`src/rtl/pc_fetch_unit.sv`:
```
// rtl/pc_fetch_unit.sv - PC holder and instruction fetch stage with redirect and 1-entry output buffer
module pc_fetch_unit #(
    parameter logic [31:0] RESET_PC = 32'h0000_0000
) (
    input  logic        Clk_in,
    input  logic        Reset_n_in,
    input  logic        ExValid_in,
    input  logic        Branch_in,
    input  logic        Jump_in,
    input  logic [31:0] JumpTarget_in,
    input  logic [31:0] BranchPc_in,
    input  logic [31:0] BranchOffset_in,
    output logic        ImemReq_out,
    output logic [31:0] ImemAddr_out,
    input  logic        ImemAck_in,
    input  logic [31:0] ImemData_in,
    output logic [31:0] Instr_out,
    output logic [31:0] InstrPc_out,
    output logic        InstrValid_out,
    input  logic        InstrReady_in,
    output logic        AddrErr_out
);

    typedef enum logic [1:0] {IDLE, REQ, HOLD} state_t;

    state_t      state_q, state_d;
    logic [31:0] pc_q, pc_d;
    logic        discard_q, discard_d;
    logic        req_q, req_d;
    logic [31:0] addr_q, addr_d;
    logic [31:0] instr_q, instr_d;
    logic [31:0] instr_pc_q, instr_pc_d;
    logic        valid_q, valid_d;
    logic        err_q, err_d;

    logic        redirect;
    logic [31:0] branch_target;
    logic [31:0] raw_target;
    logic [31:0] target;

    assign redirect      = ExValid_in & (Branch_in | Jump_in);
    assign branch_target = BranchPc_in + 32'd4 + (BranchOffset_in << 2);
    assign raw_target    = Jump_in ? JumpTarget_in : branch_target;
    assign target        = {raw_target[31:2], 2'b00};

    always_comb begin
        state_d    = state_q;
        pc_d       = pc_q;
        discard_d  = discard_q;
        req_d      = req_q;
        addr_d     = addr_q;
        instr_d    = instr_q;
        instr_pc_d = instr_pc_q;
        valid_d    = valid_q;
        err_d      = redirect & (raw_target[1:0] != 2'b00);

        case (state_q)
            IDLE: begin
                state_d = REQ;
                req_d   = 1'b1;
                addr_d  = redirect ? target : pc_q;
                if (redirect) begin
                    pc_d = target;
                end
            end
            REQ: begin
                if (ImemAck_in) begin
                    // A redirect or a pending discard both throw away this word and refetch.
                    if (redirect) begin
                        pc_d      = target;
                        addr_d    = target;
                        discard_d = 1'b0;
                    end else if (discard_q) begin
                        addr_d    = pc_q;
                        discard_d = 1'b0;
                    end else begin
                        instr_d    = ImemData_in;
                        instr_pc_d = addr_q;
                        valid_d    = 1'b1;
                        pc_d       = addr_q + 32'd4;
                        req_d      = 1'b0;
                        state_d    = HOLD;
                    end
                end else if (redirect) begin
                    pc_d      = target;
                    discard_d = 1'b1;
                end
            end
            HOLD: begin
                if (redirect) begin
                    pc_d    = target;
                    valid_d = 1'b0;
                    req_d   = 1'b1;
                    addr_d  = target;
                    state_d = REQ;
                end else if (InstrReady_in) begin
                    valid_d = 1'b0;
                    req_d   = 1'b1;
                    addr_d  = pc_q;
                    state_d = REQ;
                end
            end
            default: begin
                state_d = IDLE;
            end
        endcase
    end

    always_ff @(posedge Clk_in) begin
        if (!Reset_n_in) begin
            state_q    <= IDLE;
            pc_q       <= RESET_PC;
            discard_q  <= 1'b0;
            req_q      <= 1'b0;
            addr_q     <= RESET_PC;
            instr_q    <= 32'd0;
            instr_pc_q <= 32'd0;
            valid_q    <= 1'b0;
            err_q      <= 1'b0;
        end else begin
            state_q    <= state_d;
            pc_q       <= pc_d;
            discard_q  <= discard_d;
            req_q      <= req_d;
            addr_q     <= addr_d;
            instr_q    <= instr_d;
            instr_pc_q <= instr_pc_d;
            valid_q    <= valid_d;
            err_q      <= err_d;
        end
    end

    assign ImemReq_out    = req_q;
    assign ImemAddr_out   = addr_q;
    assign Instr_out      = instr_q;
    assign InstrPc_out    = instr_pc_q;
    assign InstrValid_out = valid_q;
    assign AddrErr_out    = err_q;

endmodule

```
`config.mk`:
```
export PLATFORM = sky130hd
export DESIGN_NAME = pc_fetch_unit
export DESIGN_NICKNAME = d
export VERILOG_FILES = /design/src/rtl/pc_fetch_unit.sv
export SDC_FILE = /design/constraint.sdc
export NUM_CORES = 1
export LEC_CHECK = 0
export CAP_MARGIN = 40
export CORE_ASPECT_RATIO = 2
export CORE_MARGIN = 2
export CORE_UTILIZATION = 49
export DETAILED_ROUTE_END_ITERATION = 10
export PLACE_DENSITY = 0.78
export SETUP_SLACK_MARGIN = 0.05
export SLEW_MARGIN = 10
export SYNTH_ARGS = -nofsm -noshare
export SYNTH_HDL_FRONTEND = slang
export SYNTH_SLANG_ARGS = --single-unit
export TNS_END_PERCENT = 10
```
`constraint.sdc`:
```
create_clock -name Clk_in -period 4.6 [get_ports Clk_in]
set_clock_uncertainty 0.05 [all_clocks]
set_input_delay 0.92 -clock Clk_in [delete_from_list [all_inputs] [get_ports Clk_in]]
set_output_delay 0.92 -clock Clk_in [all_outputs]
set_load 0.02 [all_outputs]
```
; ---- Yosys cells after proc, flatten, opt, wreduce, memory -nomap -nowiden
; Index checks and enable logic that the tools add are counted.
[totals]
word_cells = 71
latchBits = 0
register_bits = 134
mem_bits_ro = 0
ram_bits = 0
memories = 0
[op_classes]
n_div = 0
eq_ne = 8
bitwise_logic = 5
mul = 0
addsub = 3
n_reduce_logical = 14
n_mux = 32
n_shift = 0
n_lt_le_gt_ge = 0
[ops]
columns = op, count
row1 = $mux 32, 10
row2 = $pmux 32 s3, 1
row3 = $add 32x3->32 const B, 2
row4 = $pmux 32 s2, 1
row5 = $add 32x32->32, 1
row6 = $mux 1, 12
row7 = $reduce_and 4->1, 3
row8 = $mux 2, 5
row9 = $reduce_and 5->1, 2
row10 = $reduce_bool 2->1, 4
row11 = $ne 2x2->1 const B, 3
row12 = $ne 3x3->1 const B, 2
row13 = $pmux 2 s3, 1
row14 = $ne 4x4->1 const B, 1
row15 = $reduce_and 2->1, 2
row16 = $pmux 1 s3, 1
row17 = $reduce_bool 3->1, 1
row18 = $and 1x1->1, 2
row19 = $eq 2x1->1 const B, 1
row20 = $eq 2x2->1 const B, 1
row21 = $logic_not 2->1, 1
row22 = $not 1->1, 2
row23 = $pmux 1 s2, 1
row24 = $reduce_or 2->1, 1
row25 = $or 1x1->1, 1

; ---- Depth between registers and ports, before layout
[logic_depth]
depth_word = 6
ltp_mapped = 13
mapped_depth_nobuf = 13

; ---- Worst setup path before layout
; OpenSTA, ideal clock, no wires.
[synth_timing]
kind = input to register
from = input port BranchPc_in[3]
to = register pc_q[29]
required_time_ns = 4.480
path_buffers = 0
t_arrival_ns = 3.511
path_stages = 11
path_slack_ns = 0.969
setup_ns = 0.070
path_cell_list = ha_1 -> ha_1 -> fa_1 -> a211oi_2 -> o211ai_2 -> a31o_1 -> o311a_4 -> a211oi_2 -> mux2i_1 -> o21ai_1 -> a21oi_1
[synth_between]
elab_chain_cells = 6
[synth_lines]
columns = item, line_no
row1 = "start, declared", 11  ; input logic [31:0] BranchPc_in,
row2 = $add 32x3->32 *, 42  ; assign branch_target = BranchPc_in + 32'd4 + (BranchOffset_in << 2);
row3 = $add 32x32->32 *, 42
row4 = $mux 32 *, 43  ; assign raw_target = Jump_in ? JumpTarget_in : branch_target;
row5 = "$mux 32, on equally long branches", -
row6 = $mux 32, 67  ; if (ImemAck_in) begin
row7 = $pmux 32 s2 *, 57  ; case (state_q)
row8 = "end signal, assigned", 122  ; pc_q <= pc_d;
row9 = "end, declared", 27  ; logic [31:0] pc_q, pc_d;
; Mark *: on every way between the ends. The rest lies on a longest branch, timed or not.
; A chain may end at the register's enable or synchronous reset.

; ---- Worst setup path after layout
; Same ends and word-level chain as after synthesis.

==> results.txt <==
The run finished with clean final reports. The number of nets with antenna violations after detailed routing is 0. Static timing analysis puts the maximum clock frequency at 0.254 GHz. The final number of setup-violating endpoints came out at 0. The met2 usage came out at 51.2%. The final standard cell utilization of the core is 68.6%.

The number of standard-cell rows in the floorplan is 66. The number of vias per cell after detailed routing came out at 5.87. The overall die area came out at 17500 um^2. For met1 alone, demand over resource in global routing was 29.7%. The cell accounting for the most synthesized area is sky130_fd_sc_hd__dfxtp_1. The global-route track usage on met3 is 5.49%.

The number of nets at the end of the flow is 1427. The initial core utilization came out at 49.8%. The smallest clock period supported by the final layout is computed as 3.94 ns.

The filler cells instantiated in the layout total 1395. By area the synthesized netlist is led by sky130_fd_sc_hd__dfxtp_1, sky130_fd_sc_hd__a21oi_1, sky130_fd_sc_hd__nand2_1. The number of cells upsized or downsized after cts came out at 0. The count of placed standard cells in the final layout, fillers left out is 1451. The number of global-route vias before repair came out at 8181.

Synthesis handed over a netlist of 1034 instances. The clock network latency to the later pin of the worst-skew pair came out at 0.42 ns. The analysis attributes to net switching a power of 1.13 mW. The number of synthesized flops with an enable pin is 0.

The switching share of power is 31.6%. The average footprint of a synthesized cell is 7.79 um^2. The static leakage power came out at 4.14 nW. The first-pass detailed-route iteration total is 6. The total I/O pin count is 234. The layout overhead on the synthesized area is 37.7%. The power per standard cell area came out at 321 nW/um^2. Clock tree synthesis inserted a total of 17 buffers. The register-to-register setup slack came out at 1.94 ns. The register share of total power is 37.3%.

The clock network power share is 36.4%. The horizontal extent of the die is 94.7 um. The first global-routing pass estimated 39300 um of wire. The type of element launching the critical path is an input pin. The HPWL after detailed placement is 18000 um.

In this run the tool buffered the top-level ports with 231 buffer cells. Counting along the longest clock path gives a buffer depth of 2. The number of warnings printed during yosys synthesis is 0. The quantity of hold-fixing buffers added after cts is 0. The final weighted congestion of routability-driven global placement is 0.946. Setup repair after global routing left no endpoint under its margin. The worst setup path is captured at a register. The area of the multi-input gates is 5070 um^2.

The post-synthesis register bit count is 134. The final max-slew violation count was 0. In this run the tightest slew margin relative to its limit is 39.1%. After detailed routing, the average wire length per cell comes to 17.0 um. The internal cell power is 2.44 mW.

The count of max-cap constraint violations came out at 0. The share of flip-flops with an asynchronous set or reset after synthesis is 0%. The register area is 2680 um^2. The overall overflow remaining after global route came out at 0.

The initial antenna violation count is 1. The netlist area before placement came out at 8060 um^2. The peak fanout along the critical path is 5.

STA puts the critical path data required time at 4.91 ns. The type of the tightest min-delay check is register to register. After global routing, the most crowded layer is met2. The count of clock tree sinks is 134. The die span in y is 185 um. The share of the clock period used by the worst path came out at 85.7%. By count the netlist is led by sky130_fd_sc_hd__nand2_1, sky130_fd_sc_hd__a21oi_1, sky130_fd_sc_hd__dfxtp_1.

Entering global routing, the biggest net connects 67 pins. The overall routing resource usage came out at 28.0%. Across the VDD grid, the largest voltage drop is 265 uV. The post-route netlist has 6.34% of its cells at a drive strength greater than 1. The total detailed-routing wirelength is 24700 um.

In the synthesized netlist the dominant register cell turns out to be sky130_fd_sc_hd__dfxtp_1. The number of design-rule violations left by the first detailed-router iteration is 670. The leading cell type by number of instances after synthesis is sky130_fd_sc_hd__nand2_1.

The data arrival at the endpoint of the critical path is 4.25 ns. The total number of vias came out at 8522. The TritonCTS clock tree is built.

The number of levels in the clock H-tree came out at 4. The combinational group share of total power is 26.3%. The number of failing hold endpoints at the final stage was 0.

The portion of the post-synthesis area used by sequential elements is 33.3%. The standard cell core area is 16200 um^2. The worst setup path is of the input pin to register kind. The net count of the mapped netlist came out at 1228. After detailed placement, the design holds a cell count of 1418.

The final sum of negative setup slack came out at 0 ns. The number of buffers inserted to repair setup after CTS came out at 0. The clock-pin slew reported for the worst setup and hold paths after clock tree synthesis is 0.06 ns. The synthesized design devotes to its leading area cell type 33.3% of total area. The remaining routing DRC violations came out at 0. CTS placed an instance of sky130_fd_sc_hd__clkbuf_16 at the clock tree root. The synthesized netlist contains 71 unique library cells. At the pin with the least slew margin, the transition time is 0.912 ns.
## layer usage
| layer | vias to the layer above | part of all wire [%] | routed length (um) |
|---|---|---|---|
| met5 | - | 0 | 0 |
| met4 | 0 | 3.9 | 964 |
| met3 | 78 | 5.9 | 1460 |
| met2 | 337 | 54 | 13200 |
| met1 | 3944 | 37 | 9020 |
| li1 | 4163 | - | - |
## final cells by class
class                   instances  area share (%)
diodes                          1          0.0226
clock buffers                  18            3.96
clock inverters                14            1.14
inverters                      14           0.474
multi-input cells             818            45.7
flip-flops and latches        134            24.2
well taps                     204            2.30
repair buffers                248            22.2
## power groups by stage
| stage | Sequential, mW | Clock (mW) | Combinational [mW] |
|---|---|---|---|
| 3_5_place_dp | 1.35 | 0 | 0.925 |
| 4_1_cts | 1.32 | 1.31 | 0.932 |
| 5_1_grt | 1.34 | 1.36 | 1.03 |
| 2_1_floorplan | 1.38 | 0 | 0.513 |
| 3_3_place_gp | 1.35 | 0 | 0.910 |
| 6_report | 1.33 | 1.30 | 0.936 |
## kinds of logic after synthesis
family | count (synthesis) | synth area share (%)
simple gates | 351 | 19.7
flops | 134 | 33.3
compound gates | 359 | 28.3
xor+xnor | 42 | 4.57
fa+ha+maj | 59 | 9.25
mux | 7 | 0.870
buf+inv | 82 | 3.99
## flip-flops by register name, indices dropped and copies added (netlist names)
name / cells
InstrPc_out: 32
state_q: 2
discard_q: 1
pc_q: 32
Instr_out: 32
InstrValid_out: 1
ImemReq_out: 1
ImemAddr_out: 32
AddrErr_out: 1
## critical path, stage by stage
cell	delay, ns
sky130_fd_sc_hd__clkdlybuf4s50_1	0.42
sky130_fd_sc_hd__ha_1	0.30
sky130_fd_sc_hd__ha_1	0.24
sky130_fd_sc_hd__fa_1	0.45
sky130_fd_sc_hd__a211oi_2	0.25
sky130_fd_sc_hd__o211ai_2	0.17
sky130_fd_sc_hd__a31o_1	0.29
sky130_fd_sc_hd__o311a_4	0.39
sky130_fd_sc_hd__a211oi_2	0.27
sky130_fd_sc_hd__mux2i_1	0.29
sky130_fd_sc_hd__o21ai_1	0.10
sky130_fd_sc_hd__a21oi_1	0.15
## stage by stage
step	hold slack, ns	setup WS [ns]	power [mW]	instance area (um^2)
6_report	0.402	0.657	3.56	11100
3_3_place_gp	0.389	0.310	2.26	10500
2_1_floorplan	0.382	0.969	1.90	8060
3_5_place_dp	0.395	0.261	2.27	10500
4_1_cts	0.404	0.696	3.57	11100
5_1_grt	0.419	0.524	3.72	11100
## worst paths after layout
kind                                           startpoint                         to  cells after the start
worst max-delay path                       BranchPc_in[3]      pc_q[29]$_SDFFE_PN0P_                     12
worst min-delay path            Instr_out[3]$_SDFFE_PN0P_  Instr_out[3]$_SDFFE_PN0P_                      2
worst max register to register    state_q[0]$_SDFFE_PN0P_  Instr_out[0]$_SDFFE_PN0P_                      7
worst min register to register  Instr_out[3]$_SDFFE_PN0P_  Instr_out[3]$_SDFFE_PN0P_                      2
## layout by cell type, fill, tap and decap left out, drive strengths merged, types with 7 or more instances in the layout
| cell | count |
|---|---|
| a211oi | 14 |
| a21o | 13 |
| a21oi | 151 |
| a221oi | 18 |
| a22oi | 7 |
| a31oi | 13 |
| and2 | 9 |
| and3 | 12 |
| and4 | 12 |
| buf | 17 |
| clkbuf | 18 |
| clkdlybuf4s50 | 231 |
| dfxtp | 134 |
| ha | 58 |
| inv | 17 |
| mux2i | 7 |
| nand2 | 194 |
| nand3 | 27 |
| nand4 | 11 |
| nor2 | 49 |
| nor3 | 13 |
| o211ai | 25 |
| o21a | 8 |
| o21ai | 72 |
| xnor2 | 18 |
| xor2 | 24 |
Power figures use the tool's default switching activity.
